**src/rtl/ascon_state_reader_if.sv**
```systemverilog
// ascon_state_reader_if: start/state capture inputs and word-stream handshake of the state reader.
interface ascon_state_reader_if;
   logic             start_i;
   logic [4:0][63:0] state_i;
   logic             ready_i;
   logic             valid_o;
   logic [63:0]      word_o;
   logic [2:0]       index_o;
   logic             last_o;
   logic             busy_o;
   logic             done_o;
   modport master (output start_i, state_i, ready_i,
                   input valid_o, word_o, index_o, last_o, busy_o, done_o);
   modport slave  (input start_i, state_i, ready_i,
                   output valid_o, word_o, index_o, last_o, busy_o, done_o);
endinterface

```
**src/rtl/ascon_state_reader.sv**
```systemverilog
// ascon_state_reader: captures the 320-bit ASCON state and streams words START_WORD.. over valid/ready.
// Define ASCON_READER_BYTESWAP_EN to present each word byte-reversed (little-endian) on word_o.
module ascon_state_reader #(
   parameter int START_WORD = 0,
   parameter int NB_WORDS   = 5
) (
   input logic                  clock_i,
   input logic                  reset_i,
   ascon_state_reader_if.slave  bus
);
   if (NB_WORDS < 1 || START_WORD < 0 || START_WORD + NB_WORDS > 5) begin : g_bad_range
      $error("ascon_state_reader: START_WORD + NB_WORDS must lie within 1..5 words");
   end
   localparam logic [2:0] FIRST = 3'(START_WORD);
   localparam logic [2:0] LAST  = 3'(START_WORD + NB_WORDS - 1);
   typedef enum logic [1:0] {IDLE, SEND, DONE} state_t;
   state_t           state, state_nx;
   logic [4:0][63:0] shadow, shadow_nx;
   logic [2:0]       cnt, cnt_nx;
   logic [63:0]      cur;
   always_ff @(posedge clock_i) begin
      if (reset_i) begin
         state  <= IDLE;
         shadow <= '0;
         cnt    <= '0;
      end else begin
         state  <= state_nx;
         shadow <= shadow_nx;
         cnt    <= cnt_nx;
      end
   end
   always_comb begin
      state_nx  = state;
      shadow_nx = shadow;
      cnt_nx    = cnt;
      case (state)
         IDLE: if (bus.start_i) begin
            state_nx  = SEND;
            shadow_nx = bus.state_i;
            cnt_nx    = FIRST;
         end
         SEND: if (bus.ready_i) begin
            if (cnt == LAST) state_nx = DONE;
            else cnt_nx = cnt + 3'd1;
         end
         DONE:    state_nx = IDLE;
         default: state_nx = IDLE;
      endcase
   end
`ifdef ASCON_READER_BYTESWAP_EN
   assign cur = {<<8{shadow[cnt]}};
`else
   assign cur = shadow[cnt];
`endif
   assign bus.valid_o = state == SEND;
   assign bus.word_o  = bus.valid_o ? cur : '0;
   assign bus.index_o = bus.valid_o ? cnt : '0;
   assign bus.last_o  = bus.valid_o && cnt == LAST;
   assign bus.busy_o  = state != IDLE;
   assign bus.done_o  = state == DONE;
endmodule

```
**src/flat_wrapper.sv**
```systemverilog
// flat-port wrapper written by rule: the top's interface ports become plain ports
module ascon_state_reader_flat 
#(
   parameter int START_WORD = 0,
   parameter int NB_WORDS   = 5
)
  (clock_i, reset_i, bus_start_i, bus_state_i, bus_ready_i, bus_valid_o, bus_word_o, bus_index_o, bus_last_o, bus_busy_o, bus_done_o);
  ascon_state_reader_if bus_i ();
  input logic clock_i;
  input logic reset_i;
  input wire logic [$bits(bus_i.start_i)-1:0] bus_start_i;
  input wire logic [$bits(bus_i.state_i)-1:0] bus_state_i;
  input wire logic [$bits(bus_i.ready_i)-1:0] bus_ready_i;
  output wire logic [$bits(bus_i.valid_o)-1:0] bus_valid_o;
  output wire logic [$bits(bus_i.word_o)-1:0] bus_word_o;
  output wire logic [$bits(bus_i.index_o)-1:0] bus_index_o;
  output wire logic [$bits(bus_i.last_o)-1:0] bus_last_o;
  output wire logic [$bits(bus_i.busy_o)-1:0] bus_busy_o;
  output wire logic [$bits(bus_i.done_o)-1:0] bus_done_o;
  assign bus_i.start_i = bus_start_i;
  assign bus_i.state_i = bus_state_i;
  assign bus_i.ready_i = bus_ready_i;
  assign bus_valid_o = bus_i.valid_o;
  assign bus_word_o = bus_i.word_o;
  assign bus_index_o = bus_i.index_o;
  assign bus_last_o = bus_i.last_o;
  assign bus_busy_o = bus_i.busy_o;
  assign bus_done_o = bus_i.done_o;
  ascon_state_reader #(.START_WORD(START_WORD), .NB_WORDS(NB_WORDS)) u_core (.clock_i(clock_i), .reset_i(reset_i), .bus(bus_i));
endmodule
```
**config.mk**
```make
export PLATFORM = sky130hd
export DESIGN_NAME = ascon_state_reader_flat
export DESIGN_NICKNAME = d
export VERILOG_FILES = /design/src/rtl/ascon_state_reader_if.sv /design/src/rtl/ascon_state_reader.sv /design/src/flat_wrapper.sv
export SDC_FILE = /design/constraint.sdc
export NUM_CORES = 1
export LEC_CHECK = 0
export ABC_AREA = 1
export BUFFER_PORTS_ARGS = -buffer_cell sky130_fd_sc_hd__buf_2
export CORE_ASPECT_RATIO = 0.7
export CORE_MARGIN = 2
export CORE_UTILIZATION = 53
export CTS_CLUSTER_DIAMETER = 60
export DETAILED_ROUTE_END_ITERATION = 8
export GPL_TIMING_DRIVEN = 0
export PLACE_DENSITY_LB_ADDON = 0.15
export SYNTH_ARGS = -nofsm -noshare
export SYNTH_HDL_FRONTEND = slang
export SYNTH_SLANG_ARGS = --single-unit
```
**constraint.sdc**
```tcl
create_clock -name clock_i -period 1.85 [get_ports clock_i]
set_input_delay 0.185 -clock clock_i [delete_from_list [all_inputs] [get_ports clock_i]]
set_output_delay 0.185 -clock clock_i [all_outputs]
set_load 0.05 [all_outputs]
```
==> metrics.txt <==
# TYPE chip_impl_metric gauge
chip_impl_info{name="rsz0062_at_grt",value="true"} 1
chip_impl_metric{name="yosys.cell_types.count",unit=""} 26
chip_impl_metric{name="clock_tree.buffer_depth",unit=""} 3
chip_impl_metric{name="num_vias",unit=""} 20460
chip_impl_info{name="tritoncts",value="built"} 1
chip_impl_metric{name="syn-cell-area",unit="sq um"} 14350
chip_impl_metric{name="p_sw",unit="mW"} 6.947
chip_impl_metric{name="finalWirelength",unit="um"} 78360
chip_impl_metric{name="worstPathMaxFanout",unit=""} 10
chip_impl_metric{name="synthesis.area_per_instance",unit="sq um"} 6.948
chip_impl_metric{name="synth_seq_area_share",unit="%"} 45.35
chip_impl_info{name="worstHoldPathType",value="primary input to flip-flop"} 1
chip_impl_info{name="synth.top_cells.by_area",value="dfxtp_1, nor2_1, o21ai_0"} 1
chip_impl_metric{name="period_minus_slack",unit="ns"} 2.484
chip_impl_metric{name="fmax",unit="MHz"} 402.5
chip_impl_metric{name="grt_max_degree",unit=""} 15
chip_impl_metric{name="maxCapViolCount",unit=""} 0
chip_impl_metric{name="cts_buffers",unit=""} 31
chip_impl_metric{name="wire_length_of_the_first_global_routing_pass",unit="um"} 108900
chip_impl_metric{name="vdd_drop_max",unit="mV"} 0.7142
chip_impl_metric{name="drt-wirelength-per-cell",unit="um"} 24.21
chip_impl_metric{name="cp.arrival",unit="ns"} 2.30
chip_impl_metric{name="start_util",unit="%"} 53.84
chip_impl_metric{name="switching_share",unit="%"} 33.20
chip_impl_metric{name="drv_slew",unit=""} 0
chip_impl_metric{name="finalWeightedCongestion",unit=""} 0.9317
chip_impl_metric{name="clk_latency",unit="ns"} 0.58
chip_impl_metric{name="synth_seq_cells",unit=""} 325
chip_impl_metric{name="report.final.setup_viol",unit=""} 68
chip_impl_metric{name="grt_antenna_before_repair",unit=""} 2
chip_impl_metric{name="drtIter0Drc",unit=""} 2916
chip_impl_metric{name="firstDrtPassIters",unit=""} 9
chip_impl_metric{name="design.core.area",unit="sq um"} 26650
chip_impl_metric{name="detailed_place_hpwl",unit="um"} 41600
chip_impl_metric{name="critical_path_required",unit="ns"} 1.66
chip_impl_info{name="cp-end-kind",value="output port"} 1
chip_impl_metric{name="vias_per_cell",unit=""} 6.321
chip_impl_metric{name="clk_pin_slew",unit="ns"} 0.07
chip_impl_info{name="synth_area_leader_cell",value="dfxtp_1"} 1
chip_impl_metric{name="hold_violations",unit=""} 0
chip_impl_metric{name="pwr-share-seq",unit="%"} 38.4
chip_impl_metric{name="die-height",unit="um"} 141.7
chip_impl_metric{name="yosysWarnings",unit=""} 0
chip_impl_metric{name="number_of_instances_in_the_synthesized_netlist",unit=""} 2065
chip_impl_metric{name="port_buffers",unit=""} 394
chip_impl_metric{name="timing.critical_path.slowest_cell_delay",unit="ns"} 0.39
chip_impl_metric{name="cellPowerDensity",unit="nW/um^2"} 888.1
chip_impl_metric{name="drive_above_1_share",unit="%"} 27.91
chip_impl_info{name="violations",value="design-rule violations, negative setup slack"} 1
chip_impl_metric{name="gr-total-overflow",unit=""} 0
chip_impl_metric{name="synth_nets",unit=""} 2391
chip_impl_metric{name="dp_worst_setup_slack",unit="ns"} -0.4063
chip_impl_info{name="outcome",value="finished with violations"} 1
chip_impl_metric{name="slew_headroom",unit="%"} 40.84
chip_impl_metric{name="timing.clock.skew",unit="ns"} 0.02005
chip_impl_metric{name="final_critical_path_setup_slack",unit="ns"} -0.6345
chip_impl_metric{name="p_comb_share",unit="%"} 28.8
chip_impl_info{name="crit_type",value="flip-flop to output port"} 1
chip_impl_metric{name="fp.dieArea",unit="sq um"} 28420
chip_impl_metric{name="timing.hold.ws",unit="ns"} 0.2383
chip_impl_metric{name="grt.total_usage",unit="%"} 49.26
chip_impl_metric{name="tightest_slew",unit="ns"} 0.8875
chip_impl_metric{name="clockPowerShare",unit="%"} 32.8
chip_impl_info{name="worst_path_max_delay_cell",value="nor2_1"} 1
chip_impl_metric{name="min_period_over_period",unit="%"} 134.3
chip_impl_metric{name="floorplan.io_pins",unit=""} 395
chip_impl_info{name="clk_root_buffer_cell",value="clkbuf_16"} 1
chip_impl_metric{name="internal_power",unit="mW"} 13.98
chip_impl_metric{name="first_global_vias",unit=""} 19210
chip_impl_metric{name="power_leakage",unit="nW"} 10.85
chip_impl_info{name="path_cells",value="buf_12 -> buf_12 -> buf_6 -> nor2_1 -> o22ai_4 -> nand2_2 -> nand2_2 -> buf_8"} 1
chip_impl_metric{name="floorplan.die.width",unit="um"} 200.7
chip_impl_metric{name="floorplan.rows",unit=""} 50
chip_impl_metric{name="post_synth_top_area_share",unit="%"} 45.35
chip_impl_metric{name="clock_sink_count",unit=""} 325
chip_impl_info{name="worstSetupStartpointType",value="flip-flop"} 1
chip_impl_metric{name="drc",unit=""} 99
chip_impl_metric{name="nets",unit=""} 3172
chip_impl_metric{name="htree_num_levels",unit=""} 1
chip_impl_metric{name="syn_to_final_growth",unit="%"} 64.25
chip_impl_metric{name="postRouteAntennaNets",unit=""} 0
## worst max-delay path: cells and delay by family, from the launching register on
kind,cells,cell delay (ns)
AND/OR/NAND/NOR,3,0.57
buffers and inverters,4,0.61
AO/OA/AOI/OAI,1,0.19
flip-flops,1,0.34
## registers in the layout, indices dropped and copies added (netlist names)
name,flops
u_core.cnt,3
u_core.shadow,320
u_core.state,2
## metrics by stage
stage | setup TNS, ns | area, sq um | power [mW] | util, % | instances
after floorplan | 0 | 14350 | 10.40 | - | 2065
after global placement | -14.92 | 16780 | 11.77 | 62.95 | 2823
after detailed placement | -17.42 | 16780 | 11.84 | 62.95 | 2823
after CTS | -19.57 | 22890 | 19.82 | 85.89 | 3226
after global routing | -25.81 | 23560 | 21.26 | 88.40 | 3235
final | -25.21 | 23570 | 20.93 | 88.42 | 3237
## cells in the mapped netlist (all sizes together)
cell,instances
o21ai,405
nand2,206
clkbuf,59
ha,2
nand3,95
nor4,1
buf,112
o22ai,26
dfxtp,325
xnor2,1
o211ai,14
a21oi,18
nand4,26
clkinv,1
inv,25
nor2,749
## path summary, 6_finish.rpt
check	startpoint	endpoint	slack, ns	cells past startpoint
min	bus_start_i	u_core.state[1]	0.24	5
max reg2reg	u_core.cnt[0]	u_core.cnt[0]	0.06	10
max	u_core.cnt[0]	bus_word_o[12]	-0.63	8
min reg2reg	u_core.shadow[225]	u_core.shadow[225]	0.51	2
## layout make-up
type / count / area [sq um]
clock buffers: 45 / 928.4
diodes: 3 / 7.507
fillers: 1313 / 3085
flip-flops and latches: 325 / 6515
plain buffers: 169 / 1607
clock inverters: 12 / 140.1
multi-input cells: 1543 / 7462
inverters: 26 / 121.4
repair buffers: 750 / 6329
well taps: 364 / 455.4
## power groups by stage
stage | combinational, mW | clock [mW] | sequential (mW)
floorplan | 2.43 | 0 | 7.96
global placement | 3.73 | 0 | 8.04
detailed placement | 3.78 | 0 | 8.05
CTS | 5.17 | 6.72 | 7.93
global route | 6.21 | 7.00 | 8.06
finish | 6.02 | 6.87 | 8.04
## timing repair
item | in CTS | in global routing
gates resized for setup | 451 | 184
setup endpoints to repair | 74 | 73
cloned | 11 | 5
setup buffers | 13 | 8
pin swaps | 57 | 82
hold buffers | 322 | 0
hold endpoints to repair | 323 | 0
## cells by family after synthesis
kind of cell / after synthesis / synth area share, %
compound gates: 463 / 16.62
buf+inv: 197 / 8.119
fa+ha+maj: 2 / 0.1744
flops: 325 / 45.35
simple gates: 1077 / 29.68
xor+xnor: 1 / 0.06106
## cell usage in the layout (no fill, tap or decap), drive strengths merged, types with 9 or more instances in the layout
master	n
buf	537
dfxtp	325
o22ai	26
nand4	26
dlygate4sd3	322
nand3	95
clkbuf	105
a21oi	18
clkinv	9
inv	23
o211ai	14
nand2	206
o21ai	405
nor2	749
## metal layers
layer | global-route usage (%) | routed length, um
met5 | 0.1701 | 8
met4 | 27.29 | 5839
met3 | 16.47 | 12580
met2 | 75.64 | 32810
met1 | 61.37 | 27120
Power figures use the tool's default switching activity.
